File: src/rtl/dp_16x4_arbiter.sv
// Round-robin write arbiter and parity-checked read sequencer in front of a
// 16x4 dual-port EBR with one even-parity bit per word.
module dp_16x4_arbiter (
    input  logic       clk,
    input  logic       reset,
    input  logic       req_a,
    input  logic       req_b,
    input  logic [3:0] addr_a,
    input  logic [3:0] addr_b,
    input  logic [3:0] data_a,
    input  logic [3:0] data_b,
    output logic       gnt_a,
    output logic       gnt_b,
    input  logic       rd_req,
    input  logic [3:0] rd_addr,
    output logic       rd_busy,
    output logic       rd_ack,
    output logic [3:0] rd_data,
    output logic       par_err,
    output logic [3:0] err_count,
    output logic       ram_wr_en,
    output logic [3:0] ram_wr_addr,
    output logic [3:0] ram_data,
    output logic       ram_edi,
    output logic       ram_rd_en,
    output logic [3:0] ram_rd_addr,
    input  logic [3:0] ram_q,
    input  logic       ram_edo
);

    typedef enum logic [1:0] {IDLE, ISSUE, CAPTURE, ACK} rd_state_t;

    rd_state_t  state;
    logic       last_b;
    logic       elig_a;
    logic       elig_b;
    logic       win_a;
    logic       win_b;
    logic       win;
    logic [3:0] win_addr;
    logic [3:0] win_data;
    logic [3:0] issue_addr;
    logic       wr_hit;
    logic       collide;

    // A requester granted last cycle sits out one cycle so a held request
    // is not granted twice; the registered grant doubles as that holdoff.
    always_comb begin
        elig_a     = req_a && !gnt_a;
        elig_b     = req_b && !gnt_b;
        win_a      = elig_a && (!elig_b || last_b);
        win_b      = elig_b && !win_a;
        win        = win_a || win_b;
        win_addr   = win_a ? addr_a : addr_b;
        win_data   = win_a ? data_a : data_b;
        issue_addr = (state == IDLE) ? rd_addr : ram_rd_addr;
        wr_hit     = win && (win_addr == issue_addr);
        collide    = ram_wr_en && (ram_wr_addr == ram_rd_addr);
    end

    always_ff @(posedge clk) begin
        if (reset) begin
            gnt_a       <= 1'b0;
            gnt_b       <= 1'b0;
            ram_wr_en   <= 1'b0;
            ram_wr_addr <= 4'd0;
            ram_data    <= 4'd0;
            ram_edi     <= 1'b0;
            last_b      <= 1'b1;
        end else begin
            gnt_a     <= win_a;
            gnt_b     <= win_b;
            ram_wr_en <= win;
            if (win) begin
                ram_wr_addr <= win_addr;
                ram_data    <= win_data;
                ram_edi     <= ^win_data;
                last_b      <= win_b;
            end
        end
    end

    // The read enable is registered, so a write that will land on the read
    // address next cycle is predicted here and the issue is held back.
    always_ff @(posedge clk) begin
        if (reset) begin
            state       <= IDLE;
            ram_rd_en   <= 1'b0;
            ram_rd_addr <= 4'd0;
            rd_busy     <= 1'b0;
            rd_ack      <= 1'b0;
            rd_data     <= 4'd0;
            par_err     <= 1'b0;
            err_count   <= 4'd0;
        end else begin
            case (state)
                IDLE: begin
                    rd_ack    <= 1'b0;
                    par_err   <= 1'b0;
                    ram_rd_en <= 1'b0;
                    if (rd_req) begin
                        ram_rd_addr <= rd_addr;
                        ram_rd_en   <= !wr_hit;
                        rd_busy     <= 1'b1;
                        state       <= ISSUE;
                    end
                end
                ISSUE: begin
                    if (collide) begin
                        ram_rd_en <= !wr_hit;
                    end else begin
                        ram_rd_en <= 1'b0;
                        state     <= CAPTURE;
                    end
                end
                CAPTURE: begin
                    rd_data <= ram_q;
                    par_err <= (ram_edo != ^ram_q);
                    rd_ack  <= 1'b1;
                    state   <= ACK;
                end
                ACK: begin
                    rd_ack  <= 1'b0;
                    par_err <= 1'b0;
                    rd_busy <= 1'b0;
                    state   <= IDLE;
                    if (par_err && (err_count != 4'd15)) begin
                        err_count <= err_count + 4'd1;
                    end
                end
                default: begin
                    state <= IDLE;
                end
            endcase
        end
    end

endmodule

File: config.mk
export PLATFORM = sky130hd
export DESIGN_NAME = dp_16x4_arbiter
export DESIGN_NICKNAME = d
export VERILOG_FILES = /design/src/rtl/dp_16x4_arbiter.sv
export SDC_FILE = /design/constraint.sdc
export NUM_CORES = 1
export LEC_CHECK = 0
export ABC_AREA = 1
export BUFFER_PORTS_ARGS = -buffer_cell sky130_fd_sc_hd__buf_2
export CELL_PAD_IN_SITES_DETAIL_PLACEMENT = 0
export CELL_PAD_IN_SITES_GLOBAL_PLACEMENT = 2
export CORE_UTILIZATION = 25
export CTS_BUF_LIST = sky130_fd_sc_hd__clkbuf_2
export DETAILED_ROUTE_END_ITERATION = 16
export HOLD_SLACK_MARGIN = 0.03
export PLACE_DENSITY = 0.85
export SETUP_SLACK_MARGIN = 0.3
export SLEW_MARGIN = 40
export SYNTH_ARGS = -nofsm -noshare
export SYNTH_HDL_FRONTEND = slang
export SYNTH_SLANG_ARGS = --single-unit
File: constraint.sdc
create_clock -name clk -period 1.5 [get_ports clk]
set_input_delay 0.15 -clock clk [delete_from_list [all_inputs] [get_ports clk]]
set_output_delay 0.15 -clock clk [all_outputs]
set_load 0.05 [all_outputs]
Word-level counts from Yosys, hierarchy flattened

Cells that the tools add are included.

Logic and storage cells: 63
Bits of input ports: 30
Register bits after elaboration: 31
Output and inout bits: 28

Add/sub/neg operators: 1
Reduce and logical (&&, ||, !) cells: 25
Eq/ne operators: 9
Multiplexer cells: 13

Operator list:

| operator                                                        | number |
|---|---|
| 4-bit two-way mux                                               | 3 |
| 4-bit == test                                                   | 2 |
| 1-bit one-hot mux with 2 select lines                           | 4 |
| 2-bit one-hot mux with 4 select lines                           | 1 |
| 2-bit AND reduction                                             | 4 |
| 4-bit XOR reduction                                             | 2 |
| 1-bit logical AND                                               | 7 |
| 2-bit nonzero test                                              | 3 |
| 1-bit logical NOT                                               | 5 |
| 4-bit by 1-bit adder with 4-bit output, second input constant   | 1 |
| 2-bit == test, second input constant                            | 2 |
| 2-bit two-way mux                                               | 2 |
| 2-bit inequality test, second input constant                    | 2 |
| 4-bit inequality test, second input constant                    | 1 |
| 1-bit two-way mux                                               | 3 |
| 2-bit by 1-bit == test with 1-bit output, second input constant | 1 |
| 2-bit logical NOT                                               | 1 |
| 1-bit logical OR                                                | 2 |
| 2-bit OR reduction                                              | 1 |
| 1-bit inequality test                                           | 1 |

Longest topological paths before layout

Gate-level depths: netlist of the first run.

Depth after elaboration: 12
Gate-level depth with buffers: 14
Depth with buffers taken out: 13

Worst setup path after synthesis of the first run

No wires, ideal clock.

Path type: reg2reg
Start: register gnt_b
End: register ram_edi
Buffers on the path: 1
Cell stages (with the launch flop): 13
Required time: 1.391 ns
Path slack: -0.218 ns
Arrival time: 1.609 ns
Cells stage by stage: dfxtp_1 > inv_1 > nand3_4 > nand2_4 > buf_6 > o21ai_4 > inv_2 > nand2_2 > nand2_2 > nand2_1 > nand3_2 > nand2_1 > inv_1

Cells in the longest elaborated chain, start to end: 8
Elaborated cells between the ends (all ways): 10
Classes of those cells: mux: 1; reduce/logical: 9

RTL lines:

| what                                                      | line | RTL |
|---|---|---|
| start, declared                                           | 13   | `output logic gnt_b,` |
| start signal, assigned                                    | 72   | `gnt_b <= win_b;` |
| 1-bit logical NOT (*)                                     | 50   | `elig_b = req_b && !gnt_b;` |
| 1-bit logical AND (*)                                     | 50   |  |
| branches (longest 6 deep; another with 4-bit two-way mux) | n/a  |  |
| end signal, assigned                                      | 77   | `ram_edi <= ^win_data;` |
| end, declared                                             | 24   | `output logic ram_edi,` |

Every way passes the cells marked *.
A chain may end at the register's enable or synchronous reset.

Final worst setup path of the first run

Start: register state[1]
End: register state[0]

Cells in the longest elaborated chain, start to end: 3
Elaborated cells between the ends (all ways): 8
Classes of those cells: eq/ne: 5; mux: 1; reduce/logical: 2

RTL lines:

| what                                                                          | line | RTL |
|---|---|---|
| start, declared                                                               | 33   | `rd_state_t state;` |
| start signal, assigned                                                        | 87   | `state <= IDLE;` |
| start signal, assigned                                                        | 105  | `state <= ISSUE;` |
| start signal, assigned                                                        | 113  | `state <= CAPTURE;` |
| 2-bit by 1-bit == test with 1-bit output or 2-bit logical NOT (tied branches) | 96   | `case (state)` |
| 2-bit inequality test (no line)                                               | n/a  |  |
| 2-bit AND reduction (no line)                                                 | n/a  |  |

Parallel ways exist; a longest one is shown, timed or not.

==> impl_metrics.csv, run 1 <==
group,metric,value,unit
timing,fin_crit,1410,ps
hold_path,hp-start,"rd_addr[1]",
worst_setup_path,crit_type,"flop to flop",
global_route,grt_max_degree,19,
worst_setup_path,r2r_cells,9,
hold_path,hold_path_depth,3,
synthesis,synth-async-reset-ratio,0,%
clock_tree,clockBufferDepth,2,
worst_setup_path,end_kind,"flop",
drt,dr.first_iter.drc_count,58,
synthesis,ys.flop_type,"dfxtp_1",
drt,drtPass1Iterations,6,
synthesis,yosysWarningCount,0,
drt,vias_per_cell,4.41,
synthesis,yosys.area.top_type_share,36.2,%
place,hpwl,3350,microns
worst_setup_path,cp.arrival,1710,ps
drt,drc,0,
power,p_total,3.94,mW
worst_setup_path,max_stage_delay,370,ps
clock_tree,insertion_delay,360,ps
worst_setup_path,required,1800,ps
worst_setup_path,start_kind,"flop",
die,rows,29,
global_route,grt_use_total,13.7,%
place,io_buffers,57,
timing,finalSetupViolations,0,
hold_path,whs_endpoint,"ram_rd_addr[1]$_SDFFE_PP0P_",
place,dpl_cell_area,2190,sq um
run_status,outcome,"finished, final reports clean",
drt,routed_wl,4670,microns
power,max-vdd-ir-drop,0.617,mV
global_route,grt.overflow.total,0,
finish,diodes,0,
global_route,grt_pass1_wl,7760,microns
timing,whs,65.4,ps
timing,finalHoldViolCount,0,
worst_setup_path,reg2reg_slack,90,ps
global_route,grt_pass1_vias,1656,
timing,rsz0062_at_grt,"true",
finish,final_nets,364,
timing,timing.slew.headroom,58.3,%
place,dp_slack,54.4,ps
timing,fin_crit_sh,94.0,%
clock_tree,cts_root_buf,"clkbuf_2",
finish,fillers,682,
synthesis,ys_seq_area_share,36.2,%
finish,seq_area,662,sq um
worst_setup_path,cp_cell_sequence,"inv_4 > buf_6 > ha_4 > nand2_2 > a21oi_2 > nand4_1 > nand2_2 > o21ai_1 > a21oi_1",
synthesis,synth_edf_count,0,
global_route,antenna_found_initial,0,
timing,fmax,0.709,GHz
timing,tightestPinTransition,625,ps
clock_tree,path_clk_slew,180,ps
finish,stdcell_count,405,
die,ioPinCount,58,
synthesis,synth_top_area_cell,"dfxtp_1",
drt,ant_nets,0,
die,initial_core_util,26.4,%
synthesis,synthDistinctLibCells,32,
power,power_density,1410,nW/um^2
hold_path,holdCritPathClass,"input pin to flop",
finish,multi_input_area,1150,sq um
synthesis,ys_seq_elements,31,
die,die-width,84.8,microns
timing,skew,24.4,ps
synthesis,synthesis.area,1720,sq um
clock_tree,cts_tree,"built",
clock_tree,clock_sinks,31,
place,dp.cells,376,
worst_setup_path,cp_common_cell,"nand2_2",
synthesis,avgSynthCellArea,7.09,sq um
timing,maxSlewViolCount,0,
finish,drive_above_1_share,49.7,%
die,dieArea,7200,sq um
worst_setup_path,critical_path.slowest_cell,"dfxtp_2",
flow_run,maxCapViolations,0,
die,core,6490,sq um
synthesis,syn-num-nets,279,
worst_setup_path,r2r_end,"state[0]$_SDFFE_PP0P_",
drt,wl_per_cell,11.5,microns
synthesis,netlist_instances,242,
die,die_h,84.8,microns
worst_setup_path,r2r_start,"state[1]$_SDFFE_PP0P_",
timing,finalWorstSetupSlack,89.3,ps
drt,vias,1786,
clock_tree,cts.htree.levels,2,
finish,finalCoreUtilization,43.0,%
timing,tns,0,ps
finish,area_delta_synth_final,62.7,%
clock_tree,cts_buffers,5,
place,place_congestion,0.731,
power,cellLeakagePower,1.36,nW
synthesis,netlist_top_cells_area,"dfxtp_1 (36%), inv_1 (9.6%), nand2_1 (9.4%)",
worst_setup_path,critPathMaxFanout,5,
finish,final_area,2790,sq um
[per-layer routing]
layer | global-route usage (%) | vias to the layer above | part of all wire, %
li1 | - | 940 | -
met1 | 17.5 | 811 | 47
met2 | 22.5 | 33 | 48
met3 | 3.70 | 2 | 3.8
met4 | 4.62 | 0 | 0.86
met5 | 0 | - | 0
[registers in the layout, summed over array words and instances, names as in the netlist]
name / cells
rd_data: 4
ram_wr_en: 1
ram_edi: 1
ram_wr_addr: 4
err_count: 4
ram_rd_en: 1
gnt_b: 1
state: 2
rd_ack: 1
rd_busy: 1
ram_rd_addr: 4
last_b: 1
par_err: 1
gnt_a: 1
ram_data: 4
[area by class of cell]
class	count	share of cell area [%]
clock buffers	5	0.897
clock inverters	3	1.39
inverters	48	7.35
multi-input cells	158	41.2
flip-flops and latches	31	23.7
well taps	77	3.45
repair buffers	83	22.0
[how the worst max path moves through the flow]
stage	to	slack [ps]	from	depth (start not counted)
floorplan	ram_edi$_SDFFE_PP0P_	100	gnt_b$_SDFF_PP0_	12
global placement	ram_edi$_SDFFE_PP0P_	60	gnt_b$_SDFF_PP0_	12
detailed placement	ram_edi$_SDFFE_PP0P_	50	gnt_b$_SDFF_PP0_	12
CTS	ram_rd_en$_SDFFE_PP0P_	90	state[1]$_SDFFE_PP0P_	11
global route	ram_rd_en$_SDFFE_PP0P_	-40	state[1]$_SDFFE_PP0P_	11
finish	state[0]$_SDFFE_PP0P_	90	state[1]$_SDFFE_PP0P_	9
[logic make-up (layout without fill, tap and decap cells)]
group	after synthesis	in the layout	share of synthesized area, %
AND/OR/NAND/NOR	97	98	27.3
buffers and inverters	54	139	12.4
AO/OA/AOI/OAI	48	48	16.5
flip-flops	31	31	36.2
adder cells (fa/ha/maj)	7	7	5.11
XOR/XNOR	5	5	2.55
[where the power goes]
part / total, mW / switching, mW / internal (mW) / leakage, nW
registers: 1.14 / 0.131 / 1.01 / 0.264
clock network: 0.575 / 0.300 / 0.275 / 0.0404
logic: 2.23 / 1.33 / 0.903 / 1.05
[placed cells by master, fill, tap and decap left out, types with 3 or more instances in the layout]
cell	synthesis	final
buf_6	1	11
nand3_1	15	14
o21ai_2	0	4
ha_4	0	5
o21ai_1	3	8
dfxtp_4	0	7
o21ai_4	1	4
xnor2_2	0	3
o211ai_1	8	8
nand2_2	5	13
nand2_8	0	4
inv_4	0	5
dlygate4sd3_1	0	4
buf_2	2	31
o21ai_0	19	7
dfxtp_1	31	12
a21oi_1	12	11
buf_4	0	22
inv_2	4	5
inv_1	44	36
clkbuf_4	0	13
clkbuf_2	0	5
nand2_1	43	30
nand2_4	2	4
dfxtp_2	0	12
nor2_1	20	19
[Yosys cell counts, types with 3 or more instances]
master	count
a21oi_1	12
clkbuf_1	3
dfxtp_1	31
ha_1	7
inv_1	44
inv_2	4
nand2_1	43
nand2_2	5
nand3_1	15
nor2_1	20
o211ai_1	8
o21ai_0	19
o21ai_1	3
xnor2_1	5
[worst max-delay path, delay by kind of cell, from the launching register on]
family | cells | cell delay (ps)
buffers and inverters | 2 | 180
adder cells (fa/ha/maj) | 1 | 120
AND/OR/NAND/NOR | 3 | 370
flip-flops | 1 | 370
AO/OA/AOI/OAI | 3 | 300
[repair_timing]
item	CTS	global route
hold endpoints to repair	5	0
setup buffers	8	6
setup endpoints to repair	26	44
pin swaps	11	14
cloned	2	0
hold buffers	5	0
gates resized for setup	49	58
(Power assumes the default switching activity.)
==> run 2: changes to the inputs <==
Settings changed: BUFFER_PORTS_ARGS -buffer_cell sky130_fd_sc_hd__buf_2 to not set, CORE_UTILIZATION 25 to 31, DONT_BUFFER_PORTS set to 1, PLACE_DENSITY 0.85 to 0.84.
==> run 2 against run 1 <==
  * Worst hold slack worse by 260 ps
  * Cell count is 6.4% lower
  * Clock power down 29%
  * Die area decreased by 19%
  * Maximum frequency shrank 0.98%
  * Largest power group unchanged
  * Combinational power fell by 7%
  * Via count fell by 3.6%
  * Global-route usage up 3.6 points
  * First-iteration DRC count down 3.4%
  * The run now ends with negative hold slack left
  * Count of clock-buffer cells in the layout up 1
==> impl_metrics.csv, run 2 (synthesis gave the netlist of run 1 again) <==
group,metric,value,unit
run_status,outcome,"finished, violations left",
run_status,violations,"negative hold slack",
finish,multi_input_area,1130,sq um
global_route,grt_pass1_wl,7860,microns
worst_setup_path,required,1820,ps
hold_path,holdCritPathClass,"input pin to flop",
finish,drive_above_1_share,44.0,%
timing,whs,-199,ps
place,place_congestion,0.736,
worst_setup_path,cp_common_cell,"nand2_1",
power,intPower,1.94,mW
clock_tree,clockBufferDepth,2,
die,core,5200,sq um
flow_run,maxCapViolations,0,
clock_tree,cts_buffers,5,
global_route,grt.overflow.total,0,
worst_setup_path,cp_top_family,"simple AND/OR/NAND/NOR gates",
drt,ant_nets,0,
timing,finalSetupViolations,0,
timing,rsz0062_at_grt,"true",
drt,vias,1722,
worst_setup_path,cp_cell_sequence,"inv_4 > ha_4 > inv_4 > or2_1 > o21ai_2 > inv_1 > nand2_1 > nand2_1 > nand3_1 > nand2_1 > a21oi_2",
global_route,antenna_found_initial,0,
die,rows,26,
power,p_total,3.64,mW
worst_setup_path,crit_buf_inv,3,
global_route,grt_use_total,17.3,%
die,die_h,76.4,microns
global_route,met1_usage,19.9,%
finish,diodes,0,
die,die-width,76.4,microns
die,ioPinCount,58,
drt,vias_per_cell,4.54,
power,switching_power,1.70,mW
worst_setup_path,start_kind,"flop",
power,power_density,1350,nW/um^2
drt,drtPass1Iterations,4,
finish,seq_area,663,sq um
power,max-vdd-ir-drop,0.954,mV
finish,area_delta_synth_final,56.9,%
worst_setup_path,end_kind,"flop",
finish,final_cell_mix,"inv_1 (36), buf_4 (35), nand2_1 (29)",
worst_setup_path,crit_type,"flop to flop",
global_route,grt_max_degree,12,
clock_tree,insertion_delay,370,ps
timing,timing.slew.headroom,84.5,%
place,io_buffers,0,
worst_setup_path,max_stage_delay,380,ps
clock_tree,path_clk_slew,170,ps
power,cellLeakagePower,1.25,nW
global_route,top_usage_layer,"met2",
drt,wl_per_cell,13.0,microns
clock_tree,cts_hold_buffers,17,
power,sw_frac_of_total,46.7,%
drt,routed_wl,4930,microns
clock_tree,clock_sinks,31,
die,dieArea,5830,sq um
finish,final_nets,345,
global_route,grt_util_met2,29.6,%
finish,final_common_cell,"inv_1",
timing,fmax,0.702,GHz
place,hpwl,3270,microns
timing,finalHoldViolCount,10,
clock_tree,cts_tree,"built",
clock_tree,cts.htree.levels,2,
timing,tightestPinTransition,232,ps
drt,drc,0,
global_route,use_met3,5.75,%
drt,dr.first_iter.drc_count,56,
timing,fin_crit_sh,95.0,%
timing,fin_crit,1420,ps
die,initial_core_util,33.0,%
power,comb_power_share,56.8,%
worst_setup_path,critical_path.slowest_cell,"dfxtp_4",
clock_tree,cts_root_buf,"clkbuf_2",
worst_setup_path,cp.arrival,1750,ps
global_route,grt_pass1_vias,1696,
worst_setup_path,critPathMaxFanout,8,
power,seq_power_share,31.9,%
power,clock_power_share,11.3,%
timing,skew,11.9,ps
finish,fillers,524,
timing,maxSlewViolCount,0,
==> run 2: changes by cell type in the layout (fill, tap and decap cells not counted), sizes merged <==
cell	delta
bufinv	-1
inv	+1
clkbuf	-12
clkinv	-1
buf	-18
dlymetal6s4s	-1
dlygate4sd3	+13
==> run 2: timing repair <==
action	in CTS	in global routing
cloned	2	0
hold endpoints to repair	29	11
endpoints found under the setup margin	20	21
pin swaps	13	13
setup buffers	12	4
gates resized for setup	40	38
==> run 2: per-layer routing <==
metal / part of all wire [%] / wire (microns)
met5: 0 / 0
met4: 1.6 / 80
met3: 6.7 / 329
met2: 49 / 2440
met1: 42 / 2080
==> run 2: stage by stage <==
stage	setup slack, ps	instance area, sq um	instances	utilization, %	TNS (ps)
after CTS	62.3	2510	375	48.3	0
after detailed placement	-34.2	2080	336	39.9	-34.2
final	75.3	2690	379	51.7	0
after global routing	-37.9	2690	379	51.7	-89.9
after global placement	-23.2	2080	336	39.9	-23.2
after floorplan	101	1810	242	-	0
==> run 2: final timing paths <==
path / from / end / slack [ps] / cells after the start
worst min register to register: ram_rd_en$_SDFFE_PP0P_ / ram_rd_en$_SDFFE_PP0P_ / 500 / 2
worst max-delay path: state[1]$_SDFFE_PP0P_ / ram_rd_en$_SDFFE_PP0P_ / 80 / 11
worst min-delay path: reset / par_err$_SDFFE_PP0P_ / -200 / 1
worst max register to register: state[1]$_SDFFE_PP0P_ / ram_rd_en$_SDFFE_PP0P_ / 80 / 11
==> run 2: power by group through the flow <==
| stage | Clock [mW] | Sequential, mW | Combinational (mW) |
|---|---|---|---|
| global route | 0.465 | 1.19 | 2.25 |
| detailed placement | 0 | 1.18 | 1.66 |
| finish | 0.411 | 1.16 | 2.07 |
| CTS | 0.440 | 1.16 | 1.94 |
| global placement | 0 | 1.18 | 1.66 |
| floorplan | 0 | 1.61 | 0.845 |
==> run 2: area by class of cell <==
cell class / instances / area share, %
repair buffers: 64 / 20.9
clock buffers: 6 / 1.12
inverters: 48 / 7.72
flip-flops and latches: 31 / 24.6
well taps: 70 / 3.25
clock inverters: 2 / 0.279
multi-input cells: 158 / 42.1
